<file path="src/rtl/muldiv_seq_pkg.sv">
// Shared constants for the multiply/divide sequencer: ALU opcodes, MULDIV op
// encodings and FSM state encoding.
package muldiv_seq_pkg;

  localparam logic [2:0] ALU_ADD = 3'b000;
  localparam logic [2:0] ALU_SUB = 3'b001;
  localparam logic [2:0] ALU_AND = 3'b010;
  localparam logic [2:0] ALU_OR  = 3'b011;

  localparam logic [1:0] MULDIV_MUL   = 2'b00;
  localparam logic [1:0] MULDIV_MULHU = 2'b01;
  localparam logic [1:0] MULDIV_DIVU  = 2'b10;
  localparam logic [1:0] MULDIV_REMU  = 2'b11;

  localparam logic [1:0] ST_IDLE = 2'd0;
  localparam logic [1:0] ST_BUSY = 2'd1;
  localparam logic [1:0] ST_DONE = 2'd2;

  // MULHU and REMU read the accumulator (hi/rem), MUL and DIVU the shift register (lo/quo).
  function automatic logic op_selects_acc(input logic [1:0] op);
    return op[0];
  endfunction

endpackage

</file>
<file path="src/rtl/muldiv_step.sv">
// One shift-add multiply or restoring-divide iteration: ALU drive and next
// accumulator (hi/rem) and shift register (lo/quo) values.
module muldiv_step
  import muldiv_seq_pkg::*;
#(
  parameter int XLEN = 32
) (
  input  logic            is_div_i,
  input  logic [XLEN-1:0] acc_i,
  input  logic [XLEN-1:0] sh_i,
  input  logic [XLEN-1:0] opd_i,
  input  logic [XLEN-1:0] alu_res_i,
  output logic [XLEN-1:0] alu_src_a_o,
  output logic [XLEN-1:0] alu_src_b_o,
  output logic [2:0]      alu_ctrl_o,
  output logic [XLEN-1:0] acc_o,
  output logic [XLEN-1:0] sh_o
);

  logic [XLEN-1:0] r_s;
  logic [XLEN-1:0] sum_s;
  logic            take_s;
  logic            carry_s;

  // Divide uses the remainder shifted left with the next dividend bit; the
  // dropped top bit forces a subtract because {top,r} then exceeds any divisor.
  always_comb begin
    r_s         = {acc_i[XLEN-2:0], sh_i[XLEN-1]};
    take_s      = 1'b0;
    carry_s     = 1'b0;
    sum_s       = acc_i;
    alu_src_b_o = opd_i;
    if (is_div_i) begin
      alu_src_a_o = r_s;
      alu_ctrl_o  = ALU_SUB;
      take_s      = acc_i[XLEN-1] | ({1'b0, r_s} >= {1'b0, opd_i});
      acc_o       = take_s ? alu_res_i : r_s;
      sh_o        = {sh_i[XLEN-2:0], take_s};
    end else begin
      alu_src_a_o = acc_i;
      alu_ctrl_o  = ALU_ADD;
      if (sh_i[0]) begin
        sum_s   = alu_res_i;
        carry_s = ({1'b0, alu_res_i} < {1'b0, acc_i});
      end else begin
        sum_s   = acc_i;
        carry_s = 1'b0;
      end
      acc_o = {carry_s, sum_s[XLEN-1:1]};
      sh_o  = {sum_s[0], sh_i[XLEN-1:1]};
    end
  end

endmodule

</file>
<file path="src/rtl/muldiv_seq.sv">
// Iterative unsigned MUL/MULHU/DIVU/REMU sequencer that borrows the core's
// shared ALU one granted cycle at a time.
module muldiv_seq
  import muldiv_seq_pkg::*;
#(
  parameter int XLEN  = 32,
  parameter int CNT_W = $clog2(XLEN)
) (
  input  logic            CLK,
  input  logic            RESET,
  input  logic            IN_VALID,
  output logic            IN_READY,
  input  logic [1:0]      IN_OP,
  input  logic [XLEN-1:0] IN_A,
  input  logic [XLEN-1:0] IN_B,
  input  logic            FLUSH,
  output logic            ALU_REQ,
  input  logic            ALU_GNT,
  output logic [XLEN-1:0] ALU_SRC_A,
  output logic [XLEN-1:0] ALU_SRC_B,
  output logic [2:0]      ALU_CONTROL,
  input  logic [XLEN-1:0] ALU_RES,
  output logic            OUT_VALID,
  input  logic            OUT_READY,
  output logic [XLEN-1:0] OUT_RES
);

  logic [1:0]       state_q, state_d;
  logic [1:0]       op_q, op_d;
  logic [XLEN-1:0]  acc_q, acc_d;
  logic [XLEN-1:0]  sh_q, sh_d;
  logic [XLEN-1:0]  opd_q, opd_d;
  logic [CNT_W-1:0] cnt_q, cnt_d;
  logic [XLEN-1:0]  out_res_q, out_res_d;

  logic [XLEN-1:0]  step_src_a_s, step_src_b_s, step_acc_s, step_sh_s;
  logic [2:0]       step_ctrl_s;
  logic             busy_s;

  muldiv_step #(.XLEN(XLEN)) u_step (
    .is_div_i    (op_q[1]),
    .acc_i       (acc_q),
    .sh_i        (sh_q),
    .opd_i       (opd_q),
    .alu_res_i   (ALU_RES),
    .alu_src_a_o (step_src_a_s),
    .alu_src_b_o (step_src_b_s),
    .alu_ctrl_o  (step_ctrl_s),
    .acc_o       (step_acc_s),
    .sh_o        (step_sh_s)
  );

  assign busy_s      = (state_q == ST_BUSY);
  assign IN_READY    = (state_q == ST_IDLE);
  assign OUT_VALID   = (state_q == ST_DONE);
  assign ALU_REQ     = busy_s;
  assign ALU_SRC_A   = busy_s ? step_src_a_s : {XLEN{1'b0}};
  assign ALU_SRC_B   = busy_s ? step_src_b_s : {XLEN{1'b0}};
  assign ALU_CONTROL = busy_s ? step_ctrl_s : ALU_ADD;
  assign OUT_RES     = out_res_q;

  // FSM, operand latch, iteration commit and result capture.
  always_comb begin
    state_d   = state_q;
    op_d      = op_q;
    acc_d     = acc_q;
    sh_d      = sh_q;
    opd_d     = opd_q;
    cnt_d     = cnt_q;
    out_res_d = out_res_q;
    if (FLUSH) begin
      state_d   = ST_IDLE;
      out_res_d = {XLEN{1'b0}};
    end else begin
      case (state_q)
        ST_IDLE: begin
          if (IN_VALID) begin
            op_d  = IN_OP;
            acc_d = {XLEN{1'b0}};
            sh_d  = IN_IS_MUL_SWAP(IN_OP, IN_A, IN_B);
            opd_d = IN_OP[1] ? IN_B : IN_A;
            cnt_d = {CNT_W{1'b0}};
            if (IN_OP[1] && (IN_B == {XLEN{1'b0}})) begin
              state_d   = ST_DONE;
              out_res_d = (IN_OP == MULDIV_DIVU) ? {XLEN{1'b1}} : IN_A;
            end else begin
              state_d = ST_BUSY;
            end
          end else begin
            state_d = ST_IDLE;
          end
        end
        ST_BUSY: begin
          if (ALU_GNT) begin
            acc_d = step_acc_s;
            sh_d  = step_sh_s;
            cnt_d = cnt_q + {{(CNT_W-1){1'b0}}, 1'b1};
            if (cnt_q == CNT_W'(XLEN-1)) begin
              state_d   = ST_DONE;
              out_res_d = op_selects_acc(op_q) ? step_acc_s : step_sh_s;
            end else begin
              state_d = ST_BUSY;
            end
          end else begin
            state_d = ST_BUSY;
          end
        end
        ST_DONE: begin
          if (OUT_READY) begin
            state_d = ST_IDLE;
          end else begin
            state_d = ST_DONE;
          end
        end
        default: begin
          state_d = ST_IDLE;
        end
      endcase
    end
  end

  // Multiply seeds lo with the multiplier; divide seeds quo with the dividend.
  function automatic logic [XLEN-1:0] IN_IS_MUL_SWAP(input logic [1:0] op,
                                                     input logic [XLEN-1:0] a,
                                                     input logic [XLEN-1:0] b);
    return op[1] ? a : b;
  endfunction

  // State registers.
  always_ff @(posedge CLK or posedge RESET) begin
    if (RESET) begin
      state_q   <= ST_IDLE;
      op_q      <= 2'b00;
      acc_q     <= {XLEN{1'b0}};
      sh_q      <= {XLEN{1'b0}};
      opd_q     <= {XLEN{1'b0}};
      cnt_q     <= {CNT_W{1'b0}};
      out_res_q <= {XLEN{1'b0}};
    end else begin
      state_q   <= state_d;
      op_q      <= op_d;
      acc_q     <= acc_d;
      sh_q      <= sh_d;
      opd_q     <= opd_d;
      cnt_q     <= cnt_d;
      out_res_q <= out_res_d;
    end
  end

endmodule
</file>
<file path="config.mk">
export PLATFORM = sky130hd
export DESIGN_NAME = muldiv_seq
export DESIGN_NICKNAME = d
export VERILOG_FILES = /design/src/rtl/muldiv_seq_pkg.sv /design/src/rtl/muldiv_step.sv /design/src/rtl/muldiv_seq.sv
export SDC_FILE = /design/constraint.sdc
export NUM_CORES = 1
export LEC_CHECK = 0
export CAP_MARGIN = 15
export CORE_MARGIN = 2
export CORE_UTILIZATION = 50
export CTS_CLUSTER_DIAMETER = 30
export DETAILED_ROUTE_END_ITERATION = 8
export GPL_TIMING_DRIVEN = 0
export PLACE_DENSITY = 0.76
export RECOVER_POWER = 25
export SYNTH_ARGS = -nofsm -noshare
export SYNTH_HDL_FRONTEND = slang
export SYNTH_SLANG_ARGS = --single-unit
export TNS_END_PERCENT = 50
</file>
<file path="constraint.sdc">
create_clock -name CLK -period 5.3 [get_ports CLK]
set_input_delay 0.53 -clock CLK [delete_from_list [all_inputs] [get_ports CLK]]
set_output_delay 0.53 -clock CLK [all_outputs]
set_load 0.02 [all_outputs]
</file>
Word-level counts from Yosys, hierarchy flattened

Index checks and enable logic that the tools add are counted.

Memories kept: 0
Logic and storage cells: 66
Bits in read-only memories: 0
Bits in registers: 137
Output and inout bits: 102
RAM bits: 0
Input port bits: 104
Bits in latches: 0

Reduce and logical (&&, ||, !) cells: 8
$lt $le $gt $ge: 2
Shift operators: 0
Div/mod/pow operators: 0
Bitwise operators: 2
Add/subtract/negate cells: 1
Mux-type cells: 36
Equality and inequality tests: 10
Multiply operators: 0

Operators with widths:

| kind                  | count |
|---|---|
| $mux W32              | 20 |
| $pmux W32 S2          | 3 |
| $ge A32 B32 Y1        | 1 |
| $logic_not A32 Y1     | 1 |
| $lt A32 B32 Y1        | 1 |
| $mux W2               | 6 |
| $mux W5               | 2 |
| $pmux W5 S2           | 1 |
| $ne A3 B2 Y1 const B  | 2 |
| $pmux W2 S3           | 1 |
| $add A5 B1 Y5 const B | 1 |
| $eq A5 B5 Y1 const B  | 1 |
| $reduce_and A5 Y1     | 1 |
| $eq A2 B2 Y1 const B  | 2 |
| $ne A2 B2 Y1 const B  | 2 |
| $reduce_and A4 Y1     | 1 |
| $mux W3               | 1 |
| $ne A3 B1 Y1 const B  | 1 |
| $ne A3 B3 Y1 const B  | 1 |
| $reduce_and A3 Y1     | 1 |
| $reduce_bool A3 Y1    | 1 |
| $eq A2 B1 Y1 const B  | 1 |
| $logic_not A2 Y1      | 1 |
| $mux W1               | 2 |
| 4 further kinds       | 4 |

Longest topological paths before layout

Gate-level depths: netlist of run 1.

Depth in word-level cells: 9
Depth in mapped cells: 11
Mapped depth without buffers: 9

Cells and area by module

A second synthesis of run 1 with hierarchy kept.

Cell total of the unflattened synthesis: 1314
Area total of the unflattened synthesis: 10981.8 um^2

Modules (own cells, without submodules):

| module      | area each (um^2) | seq. area each (um^2) | instances | cells each |
|---|---|---|---|---|
| muldiv_seq  | 7606.0           | 3428.3                | 1         | 838 |
| muldiv_step | 3375.7           | 0.0                   | 1         | 476 |

Least setup slack after synthesis of run 1

No wires, ideal clock.

Path type: flip-flop to flip-flop
From: register sh_q[31]
To: register out_res_q[0] (netlist: OUT_RES[0])
Cell stages (with the launch flop): 10
Period minus slack after synthesis: 2742 ps
Setup time: 124 ps
Arrival: 2618 ps
Buffers on the path: 0
Data required time: 5176 ps
Slack: 2558 ps
Path through: dfrtp_1 > inv_1 > ha_1 > nand2b_1 > a2111o_1 > a311o_1 > o311ai_4 > nand4_1 > and4_1 > o31a_1

Word-level cells in the longest chain between the ends: 9
Elaborated cells on any way between the ends: 10
Classes of those cells: order compare: 1; mux: 8; bitwise: 1

Ends and longest elaborated chain:

| what                     | line              | text |
|---|---|---|
| start: declaration       | muldiv_seq.sv:31  | `logic [XLEN-1:0] sh_q, sh_d;` |
| start signal: assignment | muldiv_seq.sv:135 | `sh_q <= {XLEN{1'b0}};` |
| $ge A32 B32 Y1           | muldiv_step.sv:36 | `take_s = acc_i[XLEN-1] \| ({1'b0, r_s} >= {1'b0, opd_i});` |
| $or A1 B1 Y1             | muldiv_step.sv:36 |  |
| $mux W32                 | muldiv_step.sv:37 | `acc_o = take_s ? alu_res_i : r_s;` |
| $mux W32                 | muldiv_step.sv:33 | `if (is_div_i) begin` |
| $mux W32 *               | muldiv_seq.sv:100 | `out_res_d = op_selects_acc(op_q) ? step_acc_s : step_sh_s;` |
| $mux W32 *               | muldiv_seq.sv:98  | `if (cnt_q == CNT_W'(XLEN-1)) begin` |
| $mux W32 *               | muldiv_seq.sv:94  | `if (ALU_GNT) begin` |
| $pmux W32 S2 *           | muldiv_seq.sv:75  | `case (state_q)` |
| $mux W32 *               | muldiv_seq.sv:71  | `if (FLUSH) begin` |
| end signal: assignment   | muldiv_seq.sv:138 | `out_res_q <= {XLEN{1'b0}};` |
| end signal: assignment   | muldiv_seq.sv:146 | `out_res_q <= out_res_d;` |
| end: declaration         | muldiv_seq.sv:34  | `logic [XLEN-1:0] out_res_q, out_res_d;` |

Every way passes the cells marked *; elsewhere a longest branch is shown, timed or not. The select of a mux whose other input is x is not followed.
A chain may end at the register's enable or synchronous reset.

Worst setup path after layout of run 1

From: register op_q[1]
To: output port ALU_SRC_A[28]

Word-level cells in the longest chain between the ends: 2

Ends and longest elaborated chain:

| what                     | line              | text |
|---|---|---|
| start: declaration       | muldiv_seq.sv:29  | `logic [1:0] op_q, op_d;` |
| start signal: assignment | muldiv_seq.sv:141 | `op_q <= op_d;` |
| $mux W32                 | muldiv_step.sv:33 |  |
| $mux W32                 | muldiv_seq.sv:57  | `assign ALU_SRC_A = busy_s ? step_src_a_s : {XLEN{1'b0}};` |
| end: declaration         | muldiv_seq.sv:19  | `output logic [XLEN-1:0] ALU_SRC_A,` |

No other way between the ends.

==> results of run 1 <==
## cells by family (layout without fill, tap and decap cells)
group	after synthesis	in the layout	share of synthesized area, %
flip-flops	137	137	31.08
AO/OA/AOI/OAI	389	389	23.37
multiplexers	129	129	12.07
buffers and inverters	182	418	6.591
other	1	2	0.03400
AND/OR/NAND/NOR	484	484	19.48
adder cells (fa/ha/maj)	65	65	7.374
## power groups by stage
stage	clock (mW)	sequential, mW	combinational [mW]
after floorplan	0	1.36	1.27
after global placement	0	1.45	1.86
after detailed placement	0	1.45	1.90
final	1.27	1.44	1.96
after CTS	1.27	1.43	1.92
after global routing	1.32	1.46	2.14
## final timing paths
path | start | end | slack, ns
max | op_q[1]$_DFFE_PP0P_ | ALU_SRC_A[28] | 0.81
min | OUT_RES[17]$_DFFE_PP0P_ | OUT_RES[17]$_DFFE_PP0P_ | 0.49
max reg2reg | sh_q[31]$_DFFE_PP0P_ | OUT_RES[19]$_DFFE_PP0P_ | 1.87
min reg2reg | OUT_RES[17]$_DFFE_PP0P_ | OUT_RES[17]$_DFFE_PP0P_ | 0.49
max in group asynchronous | RESET | OUT_RES[5]$_DFFE_PP0P_ | 2.71
min in group asynchronous | RESET | sh_q[20]$_DFFE_PP0P_ | 1.30
## routing by layer
metal | share of wire, % | GRT usage [%] | vias up | routed length (um)
met5 | 0 | 0 | - | 0
met4 | 5.8 | 20.55 | 0 | 2542
met3 | 9.4 | 6.086 | 140 | 4087
met2 | 44 | 55.34 | 793 | 19170
met1 | 41 | 49.94 | 5775 | 17810
li1 | - | - | 5459 | -
## Yosys cell counts (5+ instances only)
| library cell | count | area (sq um) |
|---|---|---|
| dfrtp_1 | 137 | 3428 |
| a21oi_1 | 113 | 565.5 |
| nand3_1 | 40 | 200.2 |
| mux2i_1 | 97 | 970.9 |
| inv_1 | 67 | 251.5 |
| a211o_1 | 31 | 271.5 |
| ha_1 | 65 | 813.3 |
| nor4_1 | 7 | 43.79 |
| buf_1 | 24 | 90.09 |
| a311oi_1 | 29 | 254.0 |
| mux2_2 | 32 | 360.4 |
| o21ai_0 | 77 | 385.4 |
| o21ai_1 | 5 | 25.02 |
| o31ai_1 | 28 | 210.2 |
| nand2_1 | 168 | 630.6 |
| nor2_1 | 143 | 536.8 |
| and4_1 | 6 | 52.55 |
| clkbuf_1 | 77 | 289.0 |
| o211ai_1 | 63 | 473.0 |
| nor3_1 | 61 | 305.3 |
| nand4_1 | 10 | 62.56 |
| nand2b_1 | 32 | 200.2 |
| a21o_1 | 11 | 82.58 |
## cell type report
type | instances | area share, %
plain buffers | 113 | 3.329
clock buffers | 18 | 3.124
well taps | 280 | 2.492
repair buffers | 205 | 14.68
flip-flops and latches | 137 | 24.39
multi-input cells | 1069 | 48.92
clock inverters | 13 | 1.210
inverters | 69 | 1.851
## critical path: cells and delay by family (launching register included)
family        cells  cell delay, ns
mux               1            0.18
flops             1            0.32
simple gates      1            0.21
buf+inv           6            2.80
## sequential cells by signal (all words and copies together) (netlist names)
| register | cells |
|---|---|
| sh_q | 32 |
| cnt_q | 5 |
| state_q | 2 |
| opd_q | 32 |
| acc_q | 32 |
| op_q | 2 |
| OUT_RES | 32 |
## per-stage QoR
stage	utilization (%)	power [mW]
finish	64.62	4.670
detailed placement	61.84	3.354
floorplan	-	2.635
CTS	64.64	4.614
global route	64.62	4.912
global placement	61.66	3.307
==> flow_summary.yaml, run 1 <==
floorplan:
  core_area_sq_um: 21760
  io_pins: 206
  die_area_sq_um: 23260
  start_util_pct: 50.70
  fp-row-count: 54
  die_x_um: 152.5
  dieHeight_um: 152.5
run:
  maxCapViolCount: 1
pwr:
  power_frac_seq_pct: 30.9
  clkPwrFrac_pct: 27.2
  power.switching_mw: 1.952
  power.density_nw_per_um2: 332.2
  switching_share_pct: 41.79
  leakagePower_nw: 6.094
  ir_drop_uv: 214.5
  p_int_mw: 2.719
  combPwrFrac_pct: 41.9
route:
  drc: 0
  vias_per_cell: 6.390
  wl_um: 43620
  first_pass_iters: 8
  via_count: 12170
  drt_iter0_markers: 1244
  wl_per_cell_um: 22.91
  postRouteAntennaNets: 0
cts:
  clock_path_buffers: 2
  cts_tree: "done"
  clockRootBuffer: "clkbuf_16"
  postCtsSetupBuffers: 0
  cts_made_buffers: 17
  clkTransAtPathRegs_ns: 0.06
  cts-resized-gates: 0
  cts.sinks: 137
  htreeDepth: 4
  ctsHoldBuffers: 0
  insertion_delay_ns: 0.44
setup_path:
  cp.required_ns: 4.77
  crit_type: "reg2out"
  start_kind: "register"
  path_cells: "clkbuf_1 > buf_2 > clkbuf_1 > buf_1 > clkbuf_1 > mux2i_1 > nor2_1 > clkdlybuf4s50_1"
  crit_top_cell: "clkbuf_1"
  slowest_stage: "clkdlybuf4s50_1"
  cp-end-kind: "primary output"
  reg2reg_depth: 10
  cp_slowest_stage_delay_ns: 0.64
  path_max_fanout: 10
  crit_arrival_ns: 3.96
grt:
  overflow: 0
  grt.total_usage_pct: 36.59
  grt_pass1_wl_um: 66590
  grt_max_degree: 81
  antenna_found_initial: 0
  grt_pass1_vias: 11750
sta:
  hold_viol: 0
  finalCritPeriodShare_pct: 84.71
  max_freq_mhz: 222.7
  rsz0062_at_grt: "no"
  tns_ns: 0
  skew_ns: 0.01403
  slew_headroom_pct: -82.91
  tightestPinTransition_ns: 2.729
  timing.final.ws_setup_ns: 0.8102
  finalSetupViolations: 0
  final-max-slew-violation-count: 58
  period_needed_ns: 4.490
  whs_ns: 0.4884
synthesis:
  yosys_warnings: 0
  syn_area_sq_um: 11030
  synth_area_per_cell_sq_um: 7.952
  synthCells: 1387
  synth.distinct_cells: 60
  ys_seq_area_share_pct: 31.08
  ys_ff_latch: 137
  synth_ff_type: "dfrtp_1"
  synth_edf_count: 0
  async_flop_share_pct: 100.0
finish:
  antennaDiodeCount: 0
  layout-drive-gt1-share_pct: 5.234
  ff_latch_area_sq_um: 3428
  fillerInstances: 1931
  syn_to_final_growth_pct: 27.46
  fin_cells: 1904
  multi_input_area_sq_um: 6878
  layout_commonest_cell: "clkdlybuf4s50_1"
  final_cell_area_sq_um: 14060
  final_cell_mix: "clkdlybuf4s50_1 (202), nand2_1 (168), nor2_1 (143)"
  nNetsFinal: 1781
hold_path:
  min_path_type: "reg2reg"
  min_path_cells: 1
placed_design:
  place.gp.congestion: 0.9654
  port_buffers: 203
  dp_slack_ns: 1.429
  dpl.hpwl_um: 33760
  dp.cells: 1873
  dpl_cell_area_sq_um: 13450
outcome:
  outcome: "finished with violations"
  violations: "max-capacitance violations, max-slew violations"
Power figures use the tool's default switching activity.
==> run 2, diff against run 1 <==
- CORE_UTILIZATION: 50 -> 49
- PLACE_DENSITY: 0.76 -> 0.78
- clock period: 5.3 -> 4.1 ns (I/O delays scaled with it)
==> run 2 against run 1 <==
Against the previous run: the run still ends with max-capacitance violations, max-slew violations left; die area rose by 2.0%; register-to-register slack got worse by 1.2 ns; design area fell by 0.27%; combinational power rose by 30%; highest routed layer unchanged.
==> flow_summary.yaml, run 2 (synthesis results as in run 1) <==
sta:
  finalSetupViolations: 0
  slew_headroom_pct: -67.03
  rsz0062_at_grt: "no"
  finalCritPeriodShare_pct: 95.75
  hold_viol: 0
  final-max-slew-violation-count: 55
  skew_ns: 0.01779
  tns_ns: 0
  period_needed_ns: 3.926
  max_freq_mhz: 254.7
  tightestPinTransition_ns: 2.492
setup_path:
  start_kind: "register"
  crit_arrival_ns: 3.52
  cp.required_ns: 3.69
  crit_type: "reg2out"
  path_max_fanout: 10
  cp-end-kind: "primary output"
finish:
  antennaDiodeCount: 0
  layout_commonest_cell: "clkdlybuf4s50_1"
  fillerInstances: 1963
  final_cell_area_sq_um: 14020
  nNetsFinal: 1780
  fin_cells: 1904
  syn_to_final_growth_pct: 27.12
  final_cell_mix: "clkdlybuf4s50_1 (202), nand2_1 (168), nor2_1 (143)"
  layout-drive-gt1-share_pct: 5.480
grt:
  grt_pass1_wl_um: 68340
  grt_pass1_vias: 11850
  overflow: 0
  antenna_found_initial: 0
  grt.total_usage_pct: 37.30
  grt_max_degree: 85
floorplan:
  start_util_pct: 50.23
  dieHeight_um: 154.0
  fp-row-count: 54
  io_pins: 206
  die_x_um: 154.0
  die_area_sq_um: 23730
  core_area_sq_um: 21960
pwr:
  clkPwrFrac_pct: 26.7
  power.switching_mw: 2.566
  ir_drop_uv: 272.7
  power.density_nw_per_um2: 429.2
  combPwrFrac_pct: 42.3
  p_int_mw: 3.452
  switching_share_pct: 42.64
  leakagePower_nw: 6.076
  power_frac_seq_pct: 31.0
route:
  postRouteAntennaNets: 0
  drc: 0
  vias_per_cell: 6.447
  wl_per_cell_um: 23.60
  first_pass_iters: 5
  drt_iter0_markers: 1234
  via_count: 12280
  wl_um: 44940
cts:
  cts_made_buffers: 17
  htreeDepth: 4
  clkTransAtPathRegs_ns: 0.07
  clockRootBuffer: "clkbuf_16"
  clock_path_buffers: 2
  cts_tree: "done"
  insertion_delay_ns: 0.44
  ctsHoldBuffers: 0
  cts.sinks: 137
run:
  maxCapViolCount: 1
outcome:
  outcome: "finished with violations"
  violations: "max-capacitance violations, max-slew violations"
placed_design:
  dpl_cell_area_sq_um: 13450
  place.gp.congestion: 0.9936
  dp.cells: 1872
  port_buffers: 203
  dpl.hpwl_um: 34390
hold_path:
  min_path_type: "reg2reg"
==> run 2: changes by cell type in the layout (fill, tap and decap cells not counted), moves of 2 or more <==
cell / previous run / this run
clkbuf_2: 1 / 3
inv_6: 1 / 3
clkinvlp_4: 2 / 4
clkinv_4: 4 / 2
buf_1: 24 / 21
==> run 2: what timing repair did <==
item	CTS	global route
endpoints found under the hold margin	0	0
setup buffers	0	0
cloned	0	0
pin swaps	0	0
endpoints found under the setup margin	28	18
resized for setup	3	1
==> run 2: final cells by class <==
class / count / area, sq um / area share (%)
Sequential cell: 137 / 3428 / 24.45
Inverter: 69 / 260.3 / 1.856
Timing Repair Buffer: 204 / 2039 / 14.55
Clock buffer: 19 / 442.9 / 3.159
Tap cell: 280 / 350.3 / 2.499
Clock inverter: 13 / 143.9 / 1.026
Multi-Input combinational cell: 1069 / 6883 / 49.09
Buffer: 113 / 473.0 / 3.373
==> run 2: routing by layer <==
layer	wire (um)	GRT usage, %
met5	0	0
met1	18250	49.90
met4	2536	19.89
met3	4109	6.764
met2	20040	57.55
==> run 2: path summary, 6_finish.rpt <==
path,from,end,slack (ns),cells past startpoint
hold reg to reg,OUT_RES[6]$_DFFE_PP0P_,OUT_RES[6]$_DFFE_PP0P_,0.50,1
setup / recovery,op_q[1]$_DFFE_PP0P_,ALU_SRC_A[28],0.17,8
min in group asynchronous,RESET,sh_q[21]$_DFFE_PP0P_,1.09,2
max in group asynchronous,RESET,OUT_RES[28]$_DFFE_PP0P_,0.71,3
hold / removal,OUT_RES[6]$_DFFE_PP0P_,OUT_RES[6]$_DFFE_PP0P_,0.50,1
setup reg to reg,acc_q[16]$_DFFE_PP0P_,OUT_RES[19]$_DFFE_PP0P_,0.65,10
==> run 2: power groups by stage <==
stage,registers [mW],clock network [mW],logic (mW)
global route,1.88,1.65,2.77
detailed placement,1.87,0,2.47
global placement,1.86,0,2.41
finish,1.86,1.61,2.55
floorplan,1.76,0,1.65
CTS,1.85,1.60,2.49
==> run 2: critical path, stage by stage (launching register included) <==
cell,delay [ns]
dfrtp_1,0.33
clkbuf_1,0.26
buf_2,0.32
clkbuf_1,0.42
clkbuf_2,0.36
clkbuf_2,0.38
mux2i_1,0.14
nor2_1,0.21
clkdlybuf4s50_1,0.65
==> run 2: stage by stage <==
| step | total power, mW | hold WS [ns] | util [%] | setup WS [ns] |
|---|---|---|---|---|
| 2_1_floorplan | 3.406 | 0.4621 | - | 0.02219 |
| 3_3_place_gp | 4.274 | 0.4693 | 61.09 | -2.291 |
| 3_5_place_dp | 4.348 | 0.4802 | 61.27 | 0.3644 |
| 4_1_cts | 5.942 | 0.4326 | 63.95 | 0.1345 |
| 5_1_grt | 6.313 | 0.5087 | 63.85 | 0.1227 |
| 6_report | 6.018 | 0.5005 | 63.85 | 0.1744 |
